## src/rtl/pkt_fifo.sv

```systemverilog
// Single-clock packet FIFO with a registered read port, occupancy flags and
// sticky overflow/underflow error flags. Sits between rd_ctrl and its consumer.
module pkt_fifo #(
    parameter int DATA_W    = 32,
    parameter int DEPTH     = 16,
    parameter int AF_THRESH = 12
) (
    input  logic                     clk,
    input  logic                     reset,
    input  logic                     wr_en,
    input  logic [DATA_W-1:0]        wr_data,
    input  logic                     rd_en,
    output logic [DATA_W-1:0]        rd_data,
    output logic                     rd_valid,
    output logic                     empty,
    output logic                     full,
    output logic                     almost_full,
    output logic [$clog2(DEPTH):0]   count,
    output logic                     overflow,
    output logic                     underflow,
    input  logic                     clear_err
);

    localparam int PTR_W = $clog2(DEPTH);
    localparam int CNT_W = PTR_W + 1;

    logic [DATA_W-1:0] mem [DEPTH];
    logic [PTR_W-1:0]  wp;
    logic [PTR_W-1:0]  rp;

    logic rd_acc;
    logic wr_acc;
    logic wr_drop;
    logic rd_rej;

    // Flags depend only on the registered count, so rd_ctrl never sees a
    // combinational loop through almost_full.
    assign empty       = (count == '0);
    assign full        = (count == CNT_W'(DEPTH));
    assign almost_full = (count >= CNT_W'(AF_THRESH));

    // A read frees a slot in the same cycle, so a full FIFO still takes a
    // write when it is also being read. No bypass: empty always rejects reads.
    assign rd_acc  = rd_en && !empty;
    assign wr_acc  = wr_en && (!full || rd_acc);
    assign wr_drop = wr_en && full && !rd_acc;
    assign rd_rej  = rd_en && empty;

    // Storage is deliberately not reset; pointers make stale words unreachable.
    always_ff @(posedge clk) begin
        if (!reset && wr_acc) begin
            mem[wp] <= wr_data;
        end
    end

    always_ff @(posedge clk) begin
        if (reset) begin
            wp <= '0;
            rp <= '0;
        end else begin
            if (wr_acc) begin
                wp <= wp + PTR_W'(1);
            end
            if (rd_acc) begin
                rp <= rp + PTR_W'(1);
            end
        end
    end

    always_ff @(posedge clk) begin
        if (reset) begin
            count <= '0;
        end else begin
            case ({wr_acc, rd_acc})
                2'b10:   count <= count + CNT_W'(1);
                2'b01:   count <= count - CNT_W'(1);
                default: count <= count;
            endcase
        end
    end

    // Registered read port: data lands one cycle after the accepting edge.
    always_ff @(posedge clk) begin
        if (reset) begin
            rd_data  <= '0;
            rd_valid <= 1'b0;
        end else begin
            rd_valid <= rd_acc;
            if (rd_acc) begin
                rd_data <= mem[rp];
            end
        end
    end

    // A fresh error in the same cycle as clear_err takes precedence.
    always_ff @(posedge clk) begin
        if (reset) begin
            overflow  <= 1'b0;
            underflow <= 1'b0;
        end else begin
            if (wr_drop) begin
                overflow <= 1'b1;
            end else if (clear_err) begin
                overflow <= 1'b0;
            end
            if (rd_rej) begin
                underflow <= 1'b1;
            end else if (clear_err) begin
                underflow <= 1'b0;
            end
        end
    end

endmodule
```

## config.mk

```make
export PLATFORM = sky130hd
export DESIGN_NAME = pkt_fifo
export DESIGN_NICKNAME = d
export VERILOG_FILES = /design/src/rtl/pkt_fifo.sv
export SDC_FILE = /design/constraint.sdc
export NUM_CORES = 1
export LEC_CHECK = 0
export CORE_MARGIN = 1.5
export CORE_UTILIZATION = 65
export DETAILED_ROUTE_END_ITERATION = 12
export PLACE_DENSITY_LB_ADDON = 0.3
export SETUP_SLACK_MARGIN = 0.2
export SLEW_MARGIN = 20
export SYNTH_ARGS = -nofsm -noshare
export SYNTH_HDL_FRONTEND = slang
export SYNTH_SLANG_ARGS = --single-unit
export TNS_END_PERCENT = 10
```

## constraint.sdc

```tcl
create_clock -name clk -period 7.7 [get_ports clk]
set_input_delay 0.77 -clock clk [delete_from_list [all_inputs] [get_ports clk]]
set_output_delay 0.77 -clock clk [all_outputs]
set_load 0.05 [all_outputs]
```

# Word-level counts from Yosys, hierarchy flattened
# Memory sizes are Yosys's and may differ from the RTL's. A register that Yosys moved wholly into a read port is not among the register bits.
# Cells that the tools add are included.
[totals]
wordCells = 36
ff_bits = 16
latch_bits = 0
rom_bits = 0
mem_bits_rw = 512
n_memories = 1
[classes]
order_cmp = 1
bitwise_logic = 0
multipliers = 0
eq_ne = 3
shift = 0
reduce_logical = 15
muxes = 6
div = 0
add_sub_neg = 4
[memory_table]
columns = ["name", "depth", "width", "read_ports", "rd_clocked_by_memory_dff", "wr", "line", "source"]
rows = [
  ["mem", 16, 32, 1, 1, 1, "27", "logic [DATA_W-1:0] mem [DEPTH];"],
]
[op_table]
columns = ["operator", "count"]
rows = [
  ["5-bit case mux with 2 select lines", 1],
  ["4-bit by 1-bit adder with 4-bit output, second input constant", 2],
  ["1-bit logical AND", 6],
  ["2-bit nonzero test", 3],
  ["5-bit by 1-bit adder with 5-bit output, second input constant", 1],
  ["5-bit == test, second input constant", 1],
  ["5-bit by 4-bit >= comparator with 1-bit output, second input constant", 1],
  ["5-bit logical NOT", 1],
  ["1-bit 2-to-1 mux", 5],
  ["5-bit by 1-bit subtractor with 5-bit output, second input constant", 1],
  ["1-bit logical NOT", 4],
  ["2-bit by 1-bit == test with 1-bit output, second input constant", 1],
  ["2-bit == test, second input constant", 1],
  ["1-bit logical OR", 1],
]

# Logic depth before layout (Yosys ltp)
# Gate-level depths: netlist of run 1.
[depth]
word_depth = 8
depth_mapped = 10

# Worst setup path after synthesis of run 1
# Ideal clock, no wire load.
[synth_path]
kind = "input-to-reg"
from = "input port rd_en"
to = "memory mem[12][0], enable pin"
path_stages = 5
path_slack_ps = 4346
setup_ps = 421
required_time_ps = 7279
t_arrival_ps = 2933
path_buffers = 1
cell_sequence = "clkbuf_1 -> nand2b_1 -> o21a_1 -> nand2_1 -> nor2_1"
[synth_between]
elab_chain_len = 6
[synth_lines]
columns = ["item", "line", "source"]
rows = [
  ["from (decl)", "12", "input logic rd_en,"],
  ["1-bit logical AND", "44", "assign rd_acc = rd_en && !empty;"],
  ["1-bit logical OR", "45", "assign wr_acc = wr_en && (!full || rd_acc);"],
  ["1-bit logical AND", "45", ""],
  ["1-bit logical AND", "51", "if (!reset && wr_acc) begin"],
  ["1-bit 2-to-1 mux", "51", ""],
  ["1-bit 2-to-1 mux (implied by the code)", "52", "mem[wp] <= wr_data;"],
  ["to (decl)", "27", ""],
]
# Every way passes these cells.

# Final worst setup path of run 1
[layout_path]
from = "register count[1]"
to = "output port empty"
[layout_between]
elab_chain_len = 1
[layout_lines]
columns = ["item", "line", "source"]
rows = [
  ["from (decl)", "18", "output logic [$clog2(DEPTH):0] count,"],
  ["from (signal assigned)", "75", "2'b10: count <= count + CNT_W'(1);"],
  ["from (signal assigned)", "76", "2'b01: count <= count - CNT_W'(1);"],
  ["from (signal assigned)", "77", "default: count <= count;"],
  ["5-bit logical NOT", "38", "assign empty = (count == '0);"],
  ["to (decl)", "15", "output logic empty,"],
]
# Every way passes these cells.

==> results of run 1 <==
==> final timing paths <==
path               start          end  slack [ns]  depth (start not counted)
max             count[1]        empty        4.28                          3
min          rd_data[24]  rd_data[24]        0.45                          1
max reg2reg        rp[1]  rd_data[20]        4.73                          5
min reg2reg  rd_data[24]  rd_data[24]        0.45                          1
==> cell type report <==
class                      instances  area (sq um)
sequential                       560         16300
tap                              435           544
multi-input combinational        361          4770
fill                            1612          7310
inverter                           4          15.0
clock inverter                    16          91.3
timing repair buffer             101          1270
clock buffer                      84          1540
==> per-layer routing <==
metal / vias to the layer above / part of all wire (%) / track usage [%] / wire length [microns]
met1: 5384 / 38 / 38.2 / 17400
li1: 4283 / - / - / -
met5: - / 0 / 0 / 0
met4: 0 / 3.2 / 11.3 / 1470
met2: 592 / 51 / 45.0 / 23500
met3: 98 / 8.4 / 5.17 / 3890
==> power by group <==
| part | total (mW) | switching (mW) | leakage (nW) | internal (mW) |
|---|---|---|---|---|
| clock | 2.46 | 1.09 | 0.798 | 1.37 |
| sequential | 3.57 | 0.139 | 5.01 | 3.43 |
| combinational | 1.31 | 0.766 | 2.01 | 0.548 |
| total | 7.34 | 1.99 | 7.82 | 5.35 |
==> per-stage QoR <==
step / power (mW) / std cells / util [%] / hold WS, ns
floorplan: 4.51 / 980 / - / 0.501
global placement: 4.88 / 1446 / 70.7 / 0.434
detailed placement: 4.91 / 1451 / 71.1 / 0.438
CTS: 7.34 / 1551 / 76.2 / 0.453
global route: 7.55 / 1561 / 77.1 / 0.462
finish: 7.34 / 1561 / 77.1 / 0.453
==> worst register-to-register path, delay by kind of cell (launching register included) <==
kind	cells	cell delay (ns)
AO/OA/AOI/OAI	2	0.33
buffers and inverters	1	0.67
flip-flops	1	0.78
multiplexers	2	1.08
==> flip-flops by register name, summed over array words and instances (netlist names) <==
signal and flops:
wp 4, rp 4, rd_data 32, underflow 1, rd_valid 1, overflow 1, count 5, mem 512
==> cell usage in the layout (no fill, tap or decap), types with 3 or more instances in the layout <==
cell / n
clkbuf_1: 24
inv_1: 4
clkbuf_8: 5
nor2_1: 21
o211ai_1: 4
buf_4: 6
nor2_4: 16
mux2i_1: 67
mux4_2: 128
clkbuf_16: 55
clkinv_2: 10
dfxtp_4: 3
dfxtp_1: 45
nor2b_1: 4
a21oi_1: 5
edfxtp_1: 512
buf_16: 15
or3_1: 3
o22ai_1: 32
ha_1: 7
a21o_1: 32
clkdlybuf4s50_1: 79
xor2_1: 6
nand2_1: 9
==> cells by family after synthesis <==
logic type	after synthesis	synth area share (%)
AO/OA/AOI/OAI	86	2.87
XOR/XNOR	7	0.289
adder cells (fa/ha/maj)	7	0.413
buffers and inverters	59	1.26
flip-flops	560	77.0
multiplexers	197	16.8
AND/OR/NAND/NOR	64	1.36
==> flow_metrics.tcl, run 1 <==
set metrics [dict create \
    ir_drop_uv 207 \
    cts.clk_slew.worst_paths_ns 0.07 \
    synth_top_area_share_pct 72.4 \
    antenna_cells 0 \
    critPathKind "flop to output pin" \
    finalCriticalPeriod_ns 3.42 \
    yosys_warnings 0 \
    leakage_nw 7.82 \
    period_share_pct 44.4 \
    grt_overflow 0 \
    grt_pass1_wl_microns 66500 \
    clk-insertion-delay-late_ns 0.58 \
    synthTopCellsByCount "edfxtp_1, mux4_2, mux2i_1" \
    synthCells 980 \
    cp_cell_sequence "or4_4 -> nor2_1 -> clkdlybuf4s50_1" \
    crit_buf_inv 1 \
    rsz0062_at_grt "false" \
    viasPerCell 6.63 \
    synth_top_area_cell "edfxtp_1" \
    io_buffers 79 \
    finClkSkew_ns 0.0149 \
    setup_viol 0 \
    status "finished clean" \
    routed_wl_microns 46200 \
    yosysMostFrequentCell "edfxtp_1" \
    row_count 65 \
    ioPinCount 80 \
    path_max_fanout 13 \
    antenna_found_initial 0 \
    dr.pass1.iters 5 \
    grt_pass1_vias 10600 \
    cap_violations 0 \
    syn_nets 1024 \
    syn_area_sq_um 21200 \
    die_x_microns 184 \
    die-area_sq_um 33700 \
    slowest_delay_ns 0.82 \
    cp-start-kind "flop" \
    setup-tns-final_ns 0 \
    post_drt_wl_per_cell_microns 29.6 \
    cts_root_buf "clkbuf_16" \
    h-tree-depth 2 \
    synth_cell_types 41 \
    grt_max_degree 100 \
    max_slew.worst_pin.slew_ns 1.09 \
    avgSynthCellArea_sq_um 21.7 \
    cts_buffer_depth 3 \
    initial_core_util_pct 66.6 \
    power.density_nw_per_um2 299 \
    max_freq_ghz 0.293 \
    ys_ff_latch 560 \
    cts.hold.buffers_added 0 \
    tritoncts "done" \
    required_ns 6.93 \
    fin_nets 1125 \
    area_growth_pct 15.8 \
    crit_path_top_delay_cell "clkdlybuf4s50_1" \
    setup_ws_ns 4.28 \
    synth_ff_type "edfxtp_1" \
    drc_errors 0 \
    drive_above_1_share_pct 22.2 \
    clock_sinks 560 \
    grtUsageTotal_pct 27.8 \
    hold_viol 0 \
    cpLargestDelayFamily "simple AND/OR/NAND/NOR gates" \
    num_vias 10400 \
    synth_edf_count 512 \
    gp_congestion 0.776 \
    final_area_sq_um 24600 \
    synthTopCellsByArea "edfxtp_1, mux4_2, dfxtp_1" \
    slew_viol_final 0 \
    cts-resized-gates 0 \
    relSlewSlack_pct 27.0 \
    post_cts_buffers 0 \
    postRouteAntennaNets 0 \
    end_kind "output pin" \
    fp.dieH_microns 184 \
    cts_buffers 53 \
    preCtsSetupSlack_ns 3.90 \
    async_reset_ff_share_pct 0 \
    ys_seq_area_share_pct 77.0 \
    hpwlAfterDp_microns 22800 \
    place_area_sq_um 22700 \
    drt_iter0_drc 1398 \
    worst_ep_arrival_time_ns 2.65 \
    coreArea_sq_um 31900 \
    hold_class "flop to flop" \
]
(Power assumes the default switching activity.)
==> run 2, diff against run 1 <==
- CORE_UTILIZATION: 65 -> 60
- clock period: 7.7 -> 3.3 ns (I/O delays scaled with it)
==> flow_metrics.tcl, run 2 (synthesis gave the netlist of run 1 again) <==
set metrics [dict create \
    status "finished clean" \
    antenna_found_initial 0 \
    cts-resized-gates 0 \
    setup-tns-final_ns 0 \
    drt_iter0_drc 922 \
    hpwlAfterDp_microns 23000 \
    row_count 68 \
    initial_core_util_pct 61.1 \
    cap_violations 0 \
    routed_wl_microns 43600 \
    postRouteAntennaNets 0 \
    power.density_nw_per_um2 701 \
    fp.dieH_microns 191 \
    grtUsageTotal_pct 24.8 \
    clock_sinks 560 \
    hold_class "flop to flop" \
    ir_drop_uv 472 \
    post-place-cells 1506 \
    path_max_fanout 13 \
    post_drt_wl_per_cell_microns 27.2 \
    regArea_sq_um 16300 \
    holdWs_ns 0.448 \
    grt_max_degree 46 \
    clk-insertion-delay-late_ns 0.58 \
    h-tree-depth 2 \
    finalCriticalPeriod_ns 2.96 \
    final_common_cell "edfxtp_1" \
    reg_top3 "mem x512, rd_data x32, count x5" \
    relSlewSlack_pct 46.0 \
    cts.hold.buffers_added 0 \
    worst_ep_arrival_time_ns 2.63 \
    grt_pass1_wl_microns 65200 \
    regMostFlops "mem" \
    nFillCells 2038 \
    multiInputGateArea_sq_um 4770 \
    num_vias 10200 \
    preCtsSetupSlack_ns 0.546 \
    cp-start-kind "flop" \
    layout_common_cells "edfxtp_1, mux4_2, clkdlybuf4s50_1, mux2i_1, clkbuf_16" \
    finClkSkew_ns 0.0229 \
    stdcell_count 1605 \
    die_x_microns 191 \
    setup_ws_ns 0.344 \
    end_kind "output pin" \
    grt_pass1_vias 10500 \
    ioPinCount 80 \
    max_freq_ghz 0.338 \
    max_slew.worst_pin.slew_ns 0.811 \
    cts.clk_slew.worst_paths_ns 0.06 \
    period_share_pct 89.6 \
    dr.pass1.iters 5 \
    setup_viol 0 \
    die-area_sq_um 36500 \
    slew_viol_final 0 \
    post_cts_buffers 0 \
    cts_buffers 53 \
    drive_above_1_share_pct 24.2 \
    critPathKind "flop to output pin" \
    drc_errors 0 \
    leakage_nw 7.93 \
    io_buffers 79 \
    finalPower_mw 17.3 \
    grt_overflow 0 \
    area_growth_pct 16.2 \
    fin_nets 1150 \
    tritoncts "done" \
    largest_register_ffs 512 \
    rsz0062_at_grt "false" \
    cts_buffer_depth 3 \
    cts_root_buf "clkbuf_16" \
    coreArea_sq_um 34700 \
    viasPerCell 6.34 \
    hold_viol 0 \
    required_ns 2.97 \
    gp_congestion 0.768 \
    antenna_cells 0 \
]
==> run 2: cell count changes in the layout (fill, tap and decap cells not counted), sizes merged <==
cell and delta:
buf +25, clkbuf -16, clkinvlp -1, clkinv +11, bufinv +5
==> run 2: metrics by stage <==
step,utilization (%),area [sq um]
global placement,66.1,23000
CTS,71.0,24700
finish,71.0,24700
floorplan,-,21200
global route,71.0,24700
detailed placement,66.1,23000
==> run 2: area by class of cell <==
type / count / area share [%]
Sequential cell: 560 / 66.3
Multi-Input combinational cell: 361 / 19.3
Tap cell: 455 / 2.31
Timing Repair Buffer: 126 / 5.09
Clock buffer: 68 / 5.81
Clock inverter: 31 / 1.12
Inverter: 4 / 0.0609
==> run 2: layer usage <==
layer | up-vias | wire length [microns] | track usage [%]
met2 | 389 | 22200 | 41.8
met1 | 5391 | 17700 | 34.2
met3 | 70 | 2850 | 3.78
met4 | 0 | 907 | 7.15
li1 | 4333 | - | -
met5 | - | 0 | 0
==> run 2: final timing paths <==
| check | to | slack, ns | start | depth (start not counted) |
|---|---|---|---|---|
| max | empty | 0.34 | count[1] | 3 |
| min | rd_data[21] | 0.45 | rd_data[21] | 1 |
| max reg2reg | count[4] | 0.54 | count[1] | 8 |
| min reg2reg | rd_data[21] | 0.45 | rd_data[21] | 1 |
==> run 2: critical path, stage by stage, from the launching register on <==
cell             delay [ns]
dfxtp_1                0.39
or4_4                  0.66
nor2_1                 0.17
clkdlybuf4s50_1        0.82
==> run 2: power breakdown <==
group | leakage, nW | switching, mW | internal (mW) | total (mW)
clock | 0.847 | 2.52 | 3.45 | 5.97
combinational | 2.08 | 1.72 | 1.31 | 3.03
sequential | 5.01 | 0.295 | 8.00 | 8.29
total | 7.93 | 4.53 | 12.8 | 17.3
